File: src/rtl/mvm_ctrl_if.sv
// Stream handshake bundle for the matrix-vector multiplier controller.
//   s_valid_in  : input word valid (from the stream source)
//   s_ready_out : controller accepts an input word
//   m_ready_in  : downstream accepts the current y element
//   m_valid_out : a completed y element is available
//   row_out     : index of the y element being presented
// Modport slave is the controller side, master is the stream/downstream side.
interface mvm_ctrl_if #(
    parameter int unsigned RW = 2
) ();
    logic          s_valid_in;
    logic          s_ready_out;
    logic          m_ready_in;
    logic          m_valid_out;
    logic [RW-1:0] row_out;

    modport slave (
        input  s_valid_in,
        input  m_ready_in,
        output s_ready_out,
        output m_valid_out,
        output row_out
    );

    modport master (
        output s_valid_in,
        output m_ready_in,
        input  s_ready_out,
        input  m_valid_out,
        input  row_out
    );
endinterface

File: src/rtl/mvm_ctrl.sv
// Sequencing controller for a matrix-vector multiplier datapath.
// Loads A (row-major) then x from the input stream, issues one read address
// pair per cycle per row, drives the MAC enables one cycle behind the issue
// (1-cycle memory read latency) and presents each y element on a
// valid/ready handshake.
// Ports:
//   clk, reset          : clock, synchronous active-high reset
//   bus (slave)         : s_valid_in/s_ready_out, m_ready_in/m_valid_out, row_out
//   wr_en_a, addr_a     : matrix memory write enable / address (write and read)
//   wr_en_x, addr_x     : vector memory write enable / address (write and read)
//   en_acc, clear_acc   : MAC update enable; clear_acc loads product instead of adding
//   busy                : high while computing, draining or presenting a result
module mvm_ctrl #(
    parameter int unsigned NROWS_A = 4,
    parameter int unsigned NCOLS_A = 4,
    parameter int unsigned AW_A    = (NROWS_A * NCOLS_A > 1) ? $clog2(NROWS_A * NCOLS_A) : 1,
    parameter int unsigned AW_X    = (NCOLS_A > 1) ? $clog2(NCOLS_A) : 1,
    parameter int unsigned RW      = (NROWS_A > 1) ? $clog2(NROWS_A) : 1
) (
    input  logic            clk,
    input  logic            reset,
    mvm_ctrl_if.slave       bus,
    output logic            wr_en_a,
    output logic [AW_A-1:0] addr_a,
    output logic            wr_en_x,
    output logic [AW_X-1:0] addr_x,
    output logic            en_acc,
    output logic            clear_acc,
    output logic            busy
);

    typedef enum logic [2:0] {
        StLoadA,
        StLoadX,
        StComp,
        StDrain,
        StOut
    } state_e;

    localparam logic [AW_A-1:0] LastA   = AW_A'(NROWS_A * NCOLS_A - 1);
    localparam logic [AW_A-1:0] LastX   = AW_A'(NCOLS_A - 1);
    localparam logic [AW_X-1:0] LastCol = AW_X'(NCOLS_A - 1);
    localparam logic [RW-1:0]   LastRow = RW'(NROWS_A - 1);

    state_e          state_q, state_d;
    // Shared counter: load address in the load states, issue address in COMP.
    logic [AW_A-1:0] cnt_q, cnt_d;
    logic [AW_X-1:0] col_q, col_d;
    logic [RW-1:0]   row_q, row_d;
    logic            en_acc_q, clear_acc_q;
    logic            issue;

    always_comb begin
        state_d         = state_q;
        cnt_d           = cnt_q;
        col_d           = col_q;
        row_d           = row_q;
        issue           = 1'b0;
        bus.s_ready_out = 1'b0;
        bus.m_valid_out = 1'b0;
        bus.row_out     = '0;
        wr_en_a         = 1'b0;
        wr_en_x         = 1'b0;
        addr_a          = '0;
        addr_x          = '0;
        busy            = 1'b0;

        case (state_q)
            StLoadA: begin
                bus.s_ready_out = 1'b1;
                wr_en_a         = bus.s_valid_in;
                addr_a          = cnt_q;
                if (bus.s_valid_in) begin
                    if (cnt_q == LastA) begin
                        cnt_d   = '0;
                        state_d = StLoadX;
                    end else begin
                        cnt_d = cnt_q + 1'b1;
                    end
                end
            end
            StLoadX: begin
                bus.s_ready_out = 1'b1;
                wr_en_x         = bus.s_valid_in;
                addr_x          = cnt_q[AW_X-1:0];
                if (bus.s_valid_in) begin
                    if (cnt_q == LastX) begin
                        cnt_d   = '0;
                        col_d   = '0;
                        row_d   = '0;
                        state_d = StComp;
                    end else begin
                        cnt_d = cnt_q + 1'b1;
                    end
                end
            end
            StComp: begin
                busy   = 1'b1;
                issue  = 1'b1;
                addr_a = cnt_q;
                addr_x = col_q;
                // Issue counter keeps running so it lands on the next row start.
                cnt_d  = cnt_q + 1'b1;
                if (col_q == LastCol) begin
                    col_d   = '0;
                    state_d = StDrain;
                end else begin
                    col_d = col_q + 1'b1;
                end
            end
            StDrain: begin
                busy    = 1'b1;
                state_d = StOut;
            end
            StOut: begin
                busy            = 1'b1;
                bus.m_valid_out = 1'b1;
                bus.row_out     = row_q;
                if (bus.m_ready_in) begin
                    col_d = '0;
                    if (row_q == LastRow) begin
                        cnt_d   = '0;
                        row_d   = '0;
                        state_d = StLoadA;
                    end else begin
                        row_d   = row_q + 1'b1;
                        state_d = StComp;
                    end
                end
            end
            default: begin
                state_d = StLoadA;
            end
        endcase

        // All outputs read as zero while reset is asserted.
        if (reset) begin
            bus.s_ready_out = 1'b0;
            bus.m_valid_out = 1'b0;
            bus.row_out     = '0;
            wr_en_a         = 1'b0;
            wr_en_x         = 1'b0;
            addr_a          = '0;
            addr_x          = '0;
            busy            = 1'b0;
        end
    end

    always_ff @(posedge clk) begin
        if (reset) begin
            state_q     <= StLoadA;
            cnt_q       <= '0;
            col_q       <= '0;
            row_q       <= '0;
            en_acc_q    <= 1'b0;
            clear_acc_q <= 1'b0;
        end else begin
            state_q     <= state_d;
            cnt_q       <= cnt_d;
            col_q       <= col_d;
            row_q       <= row_d;
            // Delayed one cycle to line up with the registered memory read data.
            en_acc_q    <= issue;
            clear_acc_q <= issue && (col_q == '0);
        end
    end

    assign en_acc    = en_acc_q && !reset;
    assign clear_acc = clear_acc_q && !reset;

endmodule
File: src/flat_wrapper.sv
// flat-port wrapper written by rule: the top's interface ports become plain ports
module mvm_ctrl_flat 
#(
    parameter int unsigned NROWS_A = 4,
    parameter int unsigned NCOLS_A = 4,
    parameter int unsigned AW_A    = (NROWS_A * NCOLS_A > 1) ? $clog2(NROWS_A * NCOLS_A) : 1,
    parameter int unsigned AW_X    = (NCOLS_A > 1) ? $clog2(NCOLS_A) : 1,
    parameter int unsigned RW      = (NROWS_A > 1) ? $clog2(NROWS_A) : 1
)
  (clk, reset, wr_en_a, addr_a, wr_en_x, addr_x, en_acc, clear_acc, busy, bus_s_valid_in, bus_m_ready_in, bus_s_ready_out, bus_m_valid_out, bus_row_out);
  mvm_ctrl_if #(.RW(RW)) bus_i ();
  input  logic clk;
  input  logic reset;
  output logic wr_en_a;
  output logic [AW_A-1:0] addr_a;
  output logic wr_en_x;
  output logic [AW_X-1:0] addr_x;
  output logic en_acc;
  output logic clear_acc;
  output logic busy;
  input wire logic [$bits(bus_i.s_valid_in)-1:0] bus_s_valid_in;
  input wire logic [$bits(bus_i.m_ready_in)-1:0] bus_m_ready_in;
  output wire logic [$bits(bus_i.s_ready_out)-1:0] bus_s_ready_out;
  output wire logic [$bits(bus_i.m_valid_out)-1:0] bus_m_valid_out;
  output wire logic [$bits(bus_i.row_out)-1:0] bus_row_out;
  assign bus_i.s_valid_in = bus_s_valid_in;
  assign bus_i.m_ready_in = bus_m_ready_in;
  assign bus_s_ready_out = bus_i.s_ready_out;
  assign bus_m_valid_out = bus_i.m_valid_out;
  assign bus_row_out = bus_i.row_out;
  mvm_ctrl #(.NROWS_A(NROWS_A), .NCOLS_A(NCOLS_A), .AW_A(AW_A), .AW_X(AW_X), .RW(RW)) u_core (.clk(clk), .reset(reset), .bus(bus_i), .wr_en_a(wr_en_a), .addr_a(addr_a), .wr_en_x(wr_en_x), .addr_x(addr_x), .en_acc(en_acc), .clear_acc(clear_acc), .busy(busy));
endmodule
File: config.mk
export PLATFORM = sky130hd
export DESIGN_NAME = mvm_ctrl_flat
export DESIGN_NICKNAME = d
export VERILOG_FILES = /design/src/rtl/mvm_ctrl_if.sv /design/src/rtl/mvm_ctrl.sv /design/src/flat_wrapper.sv
export SDC_FILE = /design/constraint.sdc
export NUM_CORES = 1
export LEC_CHECK = 0
export CAP_MARGIN = 0
export CORE_ASPECT_RATIO = 1.2
export CORE_MARGIN = 5
export CORE_UTILIZATION = 45
export DETAILED_ROUTE_END_ITERATION = 12
export PLACE_DENSITY_LB_ADDON = 0.05
export SLEW_MARGIN = 5
export SYNTH_ARGS = -nofsm -noshare
export SYNTH_HDL_FRONTEND = slang
export SYNTH_SLANG_ARGS = --single-unit
File: constraint.sdc
create_clock -name clk -period 2.3 [get_ports clk]
set_clock_uncertainty 0.15 [all_clocks]
set_input_delay 0.46 -clock clk [delete_from_list [all_inputs] [get_ports clk]]
set_output_delay 0.46 -clock clk [all_outputs]
set_load 0.02 [all_outputs]
* Yosys cells after proc, flatten, opt, wreduce, memory -nomap -nowiden
Index checks and enable logic that the tools add are counted. W data, S select, Z words.
Storage, ports and cells: bits in registers 13, input bits 4, output and inout bits 15, word-level logic and storage cells 80
Operators by class: $add $sub $neg 3, equal/unequal tests 15, mux-type cells 40, reductions and logical operators 16
Operators by type and width (number):
- $mux W4 | 8
- $mux W2 | 10
- $mux W3 | 6
- $pmux W4 S4 | 1
- $pmux W3 S5 | 1
- $mux W1 | 11
- $ne A2 B1 Y1 const B | 4
- $pmux W2 S2 | 2
- $reduce_and A4 Y1 | 2
- $eq A3 B2 Y1 const B | 2
- $ne A2 B2 Y1 const B | 3
- $pmux W2 S3 | 1
- $reduce_and A6 Y1 | 1
- $reduce_and A5 Y1 | 1
- $add A2 B1 Y2 const B | 2
- $add A4 B1 Y4 const B | 1
- $eq A2 B2 Y1 const B | 2
- $eq A4 B2 Y1 const B | 1
- $eq A4 B4 Y1 const B | 1
- $reduce_bool A4 Y1 | 1
- $reduce_or A2 Y1 | 2
- $eq A3 B1 Y1 const B | 1
- $eq A3 B3 Y1 const B | 1
- $logic_and A1 B1 Y1 | 3
- other kinds (6) | 6

* Logic depth before layout (Yosys ltp)
word-level depth 4, gate-level depth with buffers 6, depth with buffers taken out 6

* Least setup slack after synthesis
Ideal clock, no wire load.
path type register -> output, from reg u_core.state_q[0], to out bus_row_out[0], arrival 1.372 ns, data required time 1.690 ns, slack 0.318 ns, cell stages (with the launch flop) 6, buffers on the path 1, cell sequence dfxtp_1 buf_2 nor2_1 nand2_1 nor2_1 and2_1
Between the ends: longest elaborated chain between the ends 3
Ends and longest elaborated chain:
- from (decl) | line mvm_ctrl.sv:45 | state_e state_q, state_d;
- from (signal assigned) | line mvm_ctrl.sv:151 | state_q <= StLoadA;
- from (signal assigned) | line mvm_ctrl.sv:158 | state_q <= state_d;
- $eq A3 B3 Y1 | line mvm_ctrl.sv:68 | case (state_q)
- $mux W2 | line mvm_ctrl.sv:68
- $mux W2 | line mvm_ctrl.sv:137 | if (reset) begin
- to (decl) | line flat_wrapper.sv:25 | output wire logic [$bits(bus_i.row_out)-1:0] bus_row_out;
Every way passes these cells.

* Final worst setup path
from in reset, to out wr_en_a
Between the ends: longest elaborated chain between the ends 1
Ends and longest elaborated chain:
- from (decl) | line flat_wrapper.sv:13 | input logic reset;
- $mux W1 | line mvm_ctrl.sv:137
- to (decl) | line flat_wrapper.sv:14 | output logic wr_en_a;
Every way passes these cells.

==> flow_summary.toml <==
[outcome]
outcome = "finished, final reports clean"

[clocking]
cts-root-buf = "clkbuf_4"
cts_setup_buffers = 0
cts_buffer_depth = 2
clk_latency_ns = 0.28
cts.reportedPaths.clkPinSlew_ns = 0.08
numCtsBuffers = 3
h-tree-depth = 1
clkSinkCount = 13
cts_tree = "done"

[synth]
synth_top_area_frac = 0.288
yosysUniqueCellTypes = 36
ys_seq_area_frac = 0.288
synth_edf_count = 0
ys_top_cells_by_area = "dfxtp_1, a21oi_1, and2_1, ha_1, nor2b_1"
syn_avg_cell_area_um2 = 7.79
syn_inst = 116
synth_flop_cell = "dfxtp_1"
syn_area_um2 = 903
syn-num-nets = 124
ys_ff_latch = 13
async_flop_share = 0
yosys.area.top_type = "dfxtp_1"
ys_warn_count = 0

[floorplan]
ioPinCount = 19
chipWidth_um = 50.9
core_area_um2 = 1870
initial_utilization = 0.483
die_area_um2 = 3010
num_rows = 17
die_h_um = 59.1

[placement]
dp_slack_ns = -0.325
dp_hpwl_um = 1650
io_buffers = 18
dpl_cell_area_um2 = 1180
gp_congestion = 0.824

[sta]
holdWs_ns = 0.377
slew-limit-headroom = 0.781
period_share = 0.968
worst_pin_slew_ns = 0.327
fin_ws_ns = 0.0736
layout_min_cycle_time_ns = 2.23
setup_viol = 0
fmax_mhz = 449
hold_violations = 0
final-max-slew-violation-count = 0

[worst_setup_path]
reg2reg_from = "u_core.state_q[0]"
crit_path_start_kind = "input port"
worst-path-max-fanout = 2
cp_top_family = "buffers and inverters"
crit_type = "input port to output port"
required_ns = 1.69
rr_worst_depth = 6
cp.buffers_inverters = 3
crit_path_max_incr_delay_ns = 0.43
crit_chain = "clkdlybuf4s50_1, nor3_2, buf_4, and2_1, dlygate4sd2_1"
reg2reg_to = "u_core.col_q[0]"
rrSetupSlack_ns = 0.16
arrival_ns = 1.62
worst_setup_path_end_kind = "output port"
cp_slowest_cell = "clkdlybuf4s50_1"

[min_path]
hold_path_class = "flop to flop"
worstHoldPathCells = 2
hold_path_end = "u_core.cnt_q[1]"
hold_start = "u_core.cnt_q[1]"

[grt]
grt_pass1_wl_um = 3780
overflow = 0
grt_pass1_vias = 892
antenna_found_initial = 0
met2_usage = 0.275
met3_usage = 0.0428
met1_usage = 0.185
busiest_layer = "met2"
grt_start_max_net_pins = 13
grt.total_usage = 0.164

[cells_and_area]
fin_area_um2 = 1180
final_util = 0.630
layout_commonest_cell = "buf_4"
finalNetCount = 154
drive_gt1_frac = 0.228
syn2layout_area_growth_pct = 30.5
antenna_cells = 0
mostFrequentLayoutCells = "buf_4, a21oi_1, dfxtp_1"

[routing]
dr.pass1.iters = 4
routed-via-count = 924
drc = 0
drt_iter0_drc = 15
avgRoutedWirePerCell_um = 13.5
drt.antenna.violating_nets = 0
viasPerCell = 5.63
drt-total-wl_um = 2210

[job]
cap_violations = 0

[power]
peakVddDrop_mv = 0.364
fin_total_pwr_mw = 0.472
p_per_area_nw_per_um2 = 401
p_leak_nw = 0.522
==> metrics by stage <==
stage | cells | TNS [ns]
4_1_cts | 164 | 0
2_1_floorplan | 116 | 0
5_1_grt | 164 | -0.112
3_5_place_dp | 160 | -3.55
6_report | 164 | 0
3_3_place_gp | 160 | -3.47
==> worst max path at each step <==
stage | startpoint | to | slack, ns | cells past startpoint
floorplan | u_core.state_q[0] | bus_row_out[0] | 0.32 | 5
global placement | bus_s_valid_in | wr_en_x | -0.32 | 5
detailed placement | bus_s_valid_in | wr_en_x | -0.32 | 5
CTS | reset | addr_a[3] | 0.005 | 5
global route | reset | addr_a[1] | -0.03 | 5
finish | reset | wr_en_a | 0.07 | 5
==> state kept, by name, indices dropped and copies added (netlist names) <==
name and cells:
u_core.state_q 3, u_core.clear_acc_q 1, u_core.en_acc_q 1, u_core.row_q 2
u_core.cnt_q 4, u_core.col_q 2
==> per-layer routing <==
metal	share of wire	routed length, µm
met5	0	0
met4	0.016	36
met2	0.47	1050
met1	0.46	1010
met3	0.052	114
==> what timing repair did <==
action | in CTS | in global routing
setup endpoints to repair | 15 | 11
gates resized for setup | 22 | 14
hold buffers | 0 | 0
==> power by group <==
part           internal (mW)  total, mW  leakage (nW)  switching [mW]
combinational         0.0440     0.0868         0.402          0.0428
sequential             0.230      0.239         0.106         0.00916
clock                 0.0674      0.147        0.0150          0.0791
==> layout make-up <==
type	count	area, µm²
inverters	3	11.3
multi-input cells	92	599
clock buffers	4	26.3
flip-flops and latches	13	262
well taps	19	23.8
fillers	187	693
repair buffers	33	256
==> tightest hold or removal path, cell delays in order (launching register included) <==
cell and delay [ns]:
dfxtp_1 0.36, nand2_1 0.07, a21oi_1 0.05
==> synth_stat cells (2+ instances only) <==
library cell	n
nand2b_1	4
a21oi_1	13
nor2_1	9
inv_1	3
dfxtp_1	13
a22oi_1	2
or3_1	2
nand3_1	3
ha_1	4
a211oi_1	2
nand2_1	6
nor2b_1	6
nand4_1	2
buf_2	2
clkbuf_1	5
and2_1	9
nor3_1	6
a21o_1	2
or3b_1	3
and3_1	3
o21ai_0	2
==> kinds of logic (layout without fill, tap and decap cells) <==
| logic type | after synthesis | count (layout) | synth area share |
|---|---|---|---|
| multiplexers | 2 | 2 | 0.0235 |
| buffers and inverters | 11 | 40 | 0.0568 |
| flip-flops | 13 | 13 | 0.288 |
| adder cells (fa/ha/maj) | 4 | 4 | 0.0554 |
| AO/OA/AOI/OAI | 25 | 25 | 0.170 |
| AND/OR/NAND/NOR | 61 | 61 | 0.406 |
No activity file was read; power rests on OpenSTA's default activity.
